===== src/rtl/pll_reset_sequencer.sv =====
// pll_reset_sequencer
//   Post-PLL bring-up sequencer. Synchronizes the PLL lock flag, releases an
//   active-low system reset once lock has been stable for HOLD_CYCLES, and
//   re-asserts it after DROP_FILTER consecutive unlocked cycles. While running,
//   it emits a one-cycle clock-enable strobe every TICK_DIV cycles and keeps a
//   saturating count of lock-loss events.
//
// Ports
//   clock           in   PLL output clock, sole clock
//   reset_n         in   asynchronous active-low reset, clears every flop
//   locked          in   PLL lock flag, asynchronous to clock
//   sys_reset_n     out  system reset, active-low, high only in RUN
//   tick            out  one-cycle strobe every TICK_DIV cycles in RUN
//   lock_lost_count out  saturating count of RUN -> WAIT_LOCK transitions
//   seq_state       out  WAIT_LOCK=0, STABILIZE=1, RUN=2

module pll_reset_sequencer #(
  parameter int unsigned HOLD_CYCLES = 1024,
  parameter int unsigned DROP_FILTER = 4,
  parameter int unsigned TICK_DIV    = 159
) (
  input  logic       clock,
  input  logic       reset_n,
  input  logic       locked,
  output logic       sys_reset_n,
  output logic       tick,
  output logic [7:0] lock_lost_count,
  output logic [1:0] seq_state
);

  // Counter widths; a parameter of 1 still needs a 1-bit counter.
  localparam int unsigned HOLD_W = (HOLD_CYCLES > 1) ? $clog2(HOLD_CYCLES) : 1;
  localparam int unsigned DROP_W = (DROP_FILTER > 1) ? $clog2(DROP_FILTER) : 1;
  localparam int unsigned TICK_W = (TICK_DIV > 1) ? $clog2(TICK_DIV) : 1;

  localparam logic [HOLD_W-1:0] HOLD_LAST = HOLD_W'(HOLD_CYCLES - 1);
  localparam logic [DROP_W-1:0] DROP_LAST = DROP_W'(DROP_FILTER - 1);
  localparam logic [TICK_W-1:0] TICK_LAST = TICK_W'(TICK_DIV - 1);

  typedef enum logic [1:0] {
    WAIT_LOCK = 2'd0,
    STABILIZE = 2'd1,
    RUN       = 2'd2
  } seq_state_e;

  seq_state_e        state_q, state_d;
  logic [1:0]        sync_q;
  logic              lock_s;
  logic [HOLD_W-1:0] hold_cnt_q, hold_cnt_d;
  logic [DROP_W-1:0] drop_cnt_q, drop_cnt_d;
  logic [TICK_W-1:0] tick_cnt_q, tick_cnt_d;
  logic [7:0]        lost_q, lost_d;
  logic              tick_q, tick_d;
  logic              sys_reset_n_q, sys_reset_n_d;

  // Two-flop synchronizer; lock_s is the only consumer-visible lock flag.
  always_ff @(posedge clock or negedge reset_n) begin
    if (!reset_n) begin
      sync_q <= 2'b00;
    end else begin
      sync_q <= {sync_q[0], locked};
    end
  end

  assign lock_s = sync_q[1];

  // Next-state, counter and output computation.
  always_comb begin
    state_d    = state_q;
    hold_cnt_d = hold_cnt_q;
    drop_cnt_d = drop_cnt_q;
    tick_cnt_d = tick_cnt_q;
    lost_d     = lost_q;
    tick_d     = 1'b0;

    case (state_q)
      WAIT_LOCK: begin
        if (lock_s) begin
          state_d    = STABILIZE;
          hold_cnt_d = '0;
        end
      end

      STABILIZE: begin
        if (!lock_s) begin
          // Any glitch restarts the hold from scratch.
          state_d    = WAIT_LOCK;
          hold_cnt_d = '0;
        end else if (hold_cnt_q == HOLD_LAST) begin
          state_d    = RUN;
          hold_cnt_d = '0;
          drop_cnt_d = '0;
        end else begin
          hold_cnt_d = hold_cnt_q + HOLD_W'(1);
        end
      end

      RUN: begin
        if (lock_s) begin
          drop_cnt_d = '0;
        end else if (drop_cnt_q == DROP_LAST) begin
          state_d    = WAIT_LOCK;
          drop_cnt_d = '0;
          lost_d     = (lost_q == 8'hFF) ? lost_q : lost_q + 8'd1;
        end else begin
          drop_cnt_d = drop_cnt_q + DROP_W'(1);
        end
      end

      default: begin
        state_d    = WAIT_LOCK;
        hold_cnt_d = '0;
        drop_cnt_d = '0;
      end
    endcase

    // Ticks only while remaining in RUN, so the exit edge never strobes.
    if ((state_q == RUN) && (state_d == RUN)) begin
      if (tick_cnt_q == TICK_LAST) begin
        tick_cnt_d = '0;
        tick_d     = 1'b1;
      end else begin
        tick_cnt_d = tick_cnt_q + TICK_W'(1);
      end
    end else begin
      tick_cnt_d = '0;
    end

    // Reset output tracks the state register edge-for-edge.
    sys_reset_n_d = (state_d == RUN);
  end

  // State and registered outputs.
  always_ff @(posedge clock or negedge reset_n) begin
    if (!reset_n) begin
      state_q       <= WAIT_LOCK;
      hold_cnt_q    <= '0;
      drop_cnt_q    <= '0;
      tick_cnt_q    <= '0;
      lost_q        <= 8'd0;
      tick_q        <= 1'b0;
      sys_reset_n_q <= 1'b0;
    end else begin
      state_q       <= state_d;
      hold_cnt_q    <= hold_cnt_d;
      drop_cnt_q    <= drop_cnt_d;
      tick_cnt_q    <= tick_cnt_d;
      lost_q        <= lost_d;
      tick_q        <= tick_d;
      sys_reset_n_q <= sys_reset_n_d;
    end
  end

  assign sys_reset_n     = sys_reset_n_q;
  assign tick            = tick_q;
  assign lock_lost_count = lost_q;
  assign seq_state       = state_q;

endmodule


===== config.mk =====
export PLATFORM = sky130hd
export DESIGN_NAME = pll_reset_sequencer
export DESIGN_NICKNAME = d
export VERILOG_FILES = /design/src/rtl/pll_reset_sequencer.sv
export SDC_FILE = /design/constraint.sdc
export NUM_CORES = 1
export LEC_CHECK = 0
export ABC_AREA = 1
export ABC_CLOCK_PERIOD_IN_PS = 1500
export CAP_MARGIN = 20
export CELL_PAD_IN_SITES_DETAIL_PLACEMENT = 2
export CELL_PAD_IN_SITES_GLOBAL_PLACEMENT = 2
export CORE_ASPECT_RATIO = 0.6
export CORE_UTILIZATION = 34
export DETAILED_ROUTE_END_ITERATION = 7
export GPL_TIMING_DRIVEN = 0
export PLACE_DENSITY = 0.82
export SYNTH_ARGS = -nofsm -noshare
export SYNTH_HDL_FRONTEND = slang
export SYNTH_SLANG_ARGS = --single-unit
export TNS_END_PERCENT = 20

===== constraint.sdc =====
create_clock -name clock -period 1.5 [get_ports clock]
set_input_delay 0.3 -clock clock [delete_from_list [all_inputs] [get_ports clock]]
set_output_delay 0.3 -clock clock [all_outputs]
set_load 0.1 [all_outputs]

# --- Word level (Yosys, flattened, before mapping) ---
# Index checks and enable logic that the tools add are counted.
# Widths: inputs -> output; s select.
word_totals:
  word_cells: 50
  register_bits: 34
  inputBits: 3
  out_inout_bits: 12
op_classes:
  n_reduce_logical: 5
  bitwise: 4
  n_mux: 19
  addsub: 4
  n_eq_ne: 10
ops:
  columns: ["cell", "n"]
  rows:
  - ["$mux 10", 3]
  - ["$pmux 10 s3", 1]
  - ["$mux 2", 9]
  - ["$add 8x1->8 const B", 2]
  - ["$eq 8x8->1 const B", 2]
  - ["$mux 8", 2]
  - ["$pmux 2 s3", 2]
  - ["$add 10x1->10 const B", 1]
  - ["$eq 10x10->1 const B", 1]
  - ["$eq 2x2->1 const B", 3]
  - ["$ne 2x2->1 const B", 3]
  - ["$not 1->1", 4]
  - ["$reduce_and 4->1", 1]
  - ["$reduce_and 3->1", 1]
  - ["$add 2x1->2 const B", 1]
  - ["$eq 2x1->1 const B", 1]
  - ["$logic_not 2->1", 1]
  - ["$mux 1", 2]
  - ["$reduce_and 2->1", 1]
  - ["$logic_and 1x1->1", 1]

# --- Longest topological paths before layout ---
depth:
  word_depth: 7
  mapped_depth: 8
  ltp_nobuf: 8

# --- Worst setup path before layout ---
# No wires, ideal clock.
synth_timing:
  kind: "register to register"
  from: "register lost_q[1], in the netlist lock_lost_count[1]"
  to: "register lost_q[5], in the netlist lock_lost_count[5]"
  slack_ps: -430
  arrival_time_ps: 1810
  path_stages_with_launch: 9
  path_buffers: 0
  required_time_ps: 1380
  synth_period_minus_slack_ps: 1930
  setup_ps: 120
  cell_sequence: "dfrtp_1 -> ha_1 -> inv_1 -> nor2_4 -> nand2_1 -> nand2_4 -> inv_4 -> nand2_1 -> nand2_1"
synth_via:
  elab_chain_cells: 3
  word_cells_on_any_way: 4
  cone_classes: "1 x add/sub; 1 x eq/ne; 1 x bitwise; 1 x reduce/logical"
synth_lines:
  columns: ["item", "line", "rtl"]
  rows:
  - ["from (decl)", "52", "logic [7:0] lost_q, lost_d;"]
  - ["from (signal assigned)", "148", "lost_q <= lost_d;"]
  - ["branches (longest 3 deep; another with $add 8x1->8)", null, null]
# Several ways; the timed one is not identified.
# A chain may end at the register's enable or synchronous reset.

# --- Worst setup path in the final report ---
layout_timing:
  from: "register lost_q[0], in the netlist lock_lost_count[0]"
  to: "output lock_lost_count[0]"
layout_rtl:
  columns: ["item", "line", "rtl"]
  rows:
  - ["to (decl)", "27", "output logic [7:0] lock_lost_count,"]
# No word-level cell between the ends.

==> impl_metrics.tcl <==
set metrics [dict create \
    slew-limit-headroom 0.476 \
    ys_top_cells_by_area "dfrtp_1 47%, nand2_1 15%, nor2_1 5.7%" \
    num_vias 1570 \
    synth_commonest_cells "72 x nand2_1, 34 x dfrtp_1, 28 x nor2_1, 26 x inv_1, 16 x nand3_1" \
    hold_viol 0 \
    cts.clk_slew.worst_paths_ns 0.07 \
    initial_core_util 0.357 \
    multi_input_area_um2 903 \
    reg2reg_slack_ns 0.06 \
    final_util 0.418 \
    maxCapViolCount 0 \
    ys_ff_latch 34 \
    syn_nets 237 \
    h-tree-depth 2 \
    syn2layout_area_growth_pct 17.2 \
    clock_latency_ns 0.28 \
    yosysUniqueCellTypes 24 \
    cp_top_family "flip-flops" \
    synth_largest_area_cell "dfrtp_1" \
    regArea_um2 870 \
    required_ns 1.20 \
    crit_type "flip-flop to output pin" \
    period_share 0.971 \
    clkSinkCount 34 \
    synth_top_area_share 0.465 \
    fmax_ghz 0.686 \
    avgViaCountPerCell 4.94 \
    grt_pass1_wl_mm 8.64 \
    syn_area_per_cell_um2 7.99 \
    wl_met1_mm 2.70 \
    rr_endpoint "hold_cnt_q[2]$_DFFE_PN0P_" \
    holdWs_ns 0.0862 \
    placed_cells 309 \
    die-area_um2 5690 \
    syn-cell-area_um2 1830 \
    setup_viol 0 \
    leakage_nw 1.04 \
    cp_cell_sequence "buf_2" \
    globalplace.congestion 0.712 \
    r2r_cells 8 \
    synth_flop_cell "dfrtp_1" \
    totalPowerFinal_w 0.00168 \
    path_buf_inv 1 \
    drc 0 \
    num-fill-cells 591 \
    rows 20 \
    worstPathMaxFanout 4 \
    routed.top_layer "met3" \
    critPathArrivalTime_ns 1.16 \
    die_w_um 96.7 \
    fin_cells 318 \
    syn_inst 229 \
    ios 15 \
    grt_max_degree 35 \
    ys_seq_area_frac 0.465 \
    portBuffers 14 \
    die_height_um 58.8 \
    slowest_delay_ns 0.44 \
    peakVddDrop_uv 423 \
    clockBufferDepth 2 \
    drt_wl_total_mm 5.30 \
    path_depth 1 \
    root_buffer "clkbuf_8" \
    wl_per_cell_um 16.7 \
    place_hpwl_mm 4.18 \
    slew_viol_final 0 \
    r2r-start "hold_cnt_q[0]$_DFFE_PN0P_" \
    synth_edf_count 0 \
    overflow 0 \
    cts_buffers 5 \
    fin_skew_ns 0.00577 \
    cpMaxStageDelayCell "dfrtp_4" \
    power.density_nw_per_um2 785 \
    num_antenna_cells 0 \
    status "finished clean" \
    first_global_vias 1684 \
    synth_most_common_cell "nand2_1" \
    fin_crit_ns 1.46 \
    yosys_warnings 0 \
    finalNetCount 259 \
    grtUsageTotal 0.202 \
    core_um2 5130 \
    cts_tree "built" \
    first_pass_iters 4 \
    rsz0062_at_grt "yes" \
    route.met3.wl_um 107 \
    post_route_cells_drive_above_1_share 0.218 \
    tightest_slew_ns 0.786 \
    min_path_type "input port to async pin" \
    cp-end-kind "output pin" \
    crit_path_start_kind "flip-flop" \
    synthArstFlopShare 1.00 \
    met2WireLength_mm 2.49 \
    antenna_found_initial 0 \
    ant_nets 0 \
    drt-initial-drc-count 29 \
]
==> registers in the layout, summed over array words and instances (netlist names) <==
| signal | cells |
|---|---|
| seq_state | 2 |
| sync_q | 2 |
| hold_cnt_q | 10 |
| lock_lost_count | 8 |
| tick_cnt_q | 8 |
| tick | 1 |
| drop_cnt_q | 2 |
| sys_reset_n | 1 |
==> through the flow <==
step	setup TNS, ns	setup slack [ns]	cell area (um^2)
3_5_place_dp	-6.07	-0.376	2080
6_report	0	0.0429	2140
3_3_place_gp	-29.21	-0.921	2080
4_1_cts	0	0.0159	2130
5_1_grt	-0.0156	-0.00986	2140
2_1_floorplan	0	0.0164	1860
==> metal layers <==
metal / vias to the layer above / track usage
li1: 755 / -
met1: 802 / 0.273
met2: 13 / 0.334
met3: 0 / 0.0475
met4: 0 / 0.0469
met5: - / 0
==> worst max-delay path by stage <==
stage	from	end	slack, ns
after detailed placement	lock_lost_count[5]$_DFFE_PN0P_	lock_lost_count[5]	-0.38
after floorplan	seq_state[1]$_DFF_PN0_	lock_lost_count[0]$_DFFE_PN0P_	0.02
after global routing	drop_cnt_q[0]$_DFFE_PN0P_	tick_cnt_q[3]$_DFF_PN0_	-0.01
after global placement	reset_n	lock_lost_count[1]$_DFFE_PN0P_	-0.92
final	lock_lost_count[0]$_DFFE_PN0P_	lock_lost_count[0]	0.04
after CTS	lock_lost_count[5]$_DFFE_PN0P_	lock_lost_count[5]	0.02
==> cells in the final DEF (no fill, tap or decap), drive strengths merged, types with 2 or more instances in the layout <==
master | netlist | final
a21oi | 2 | 2
buf | 0 | 11
clkbuf | 0 | 10
dfrtp | 34 | 34
ha | 5 | 5
inv | 30 | 30
nand2 | 79 | 79
nand3 | 17 | 17
nand4 | 7 | 7
nor2 | 33 | 33
nor3 | 6 | 6
o21ai | 5 | 5
xnor2 | 3 | 3
xor2 | 6 | 6
==> cells by family (layout without fill, tap and decap cells) <==
group / Yosys count / in the layout / synth area share
flops: 34 / 34 / 0.465
simple gates: 143 / 143 / 0.371
compound gates: 8 / 8 / 0.0233
xor+xnor: 9 / 9 / 0.0431
fa+ha+maj: 5 / 5 / 0.0342
buf+inv: 30 / 53 / 0.0629
==> power by group <==
part / total, W / leakage, nW / internal (W) / switching, W
logic: 0.0000891 / 0.548 / 0.0000216 / 0.0000675
clock network: 0.000653 / 0.0395 / 0.000330 / 0.000323
registers: 0.000940 / 0.449 / 0.000926 / 0.0000140
==> what timing repair did <==
| item | 4_1_cts | 5_1_grt |
|---|---|---|
| buffers inserted | 0 | 1 |
| hold buffers | 0 | 0 |
| gates resized for setup | 64 | 3 |
| setup endpoints to repair | 26 | 12 |
| pin swaps | 1 | 1 |
==> area by class of cell <==
type	instances	area share
Tap cell	66	0.0385
Clock buffer	8	0.0374
Multi-Input combinational cell	165	0.421
Sequential cell	34	0.406
Inverter	30	0.0537
Timing Repair Buffer	15	0.0432
Note: power is estimated with default switching activity, not from simulation.
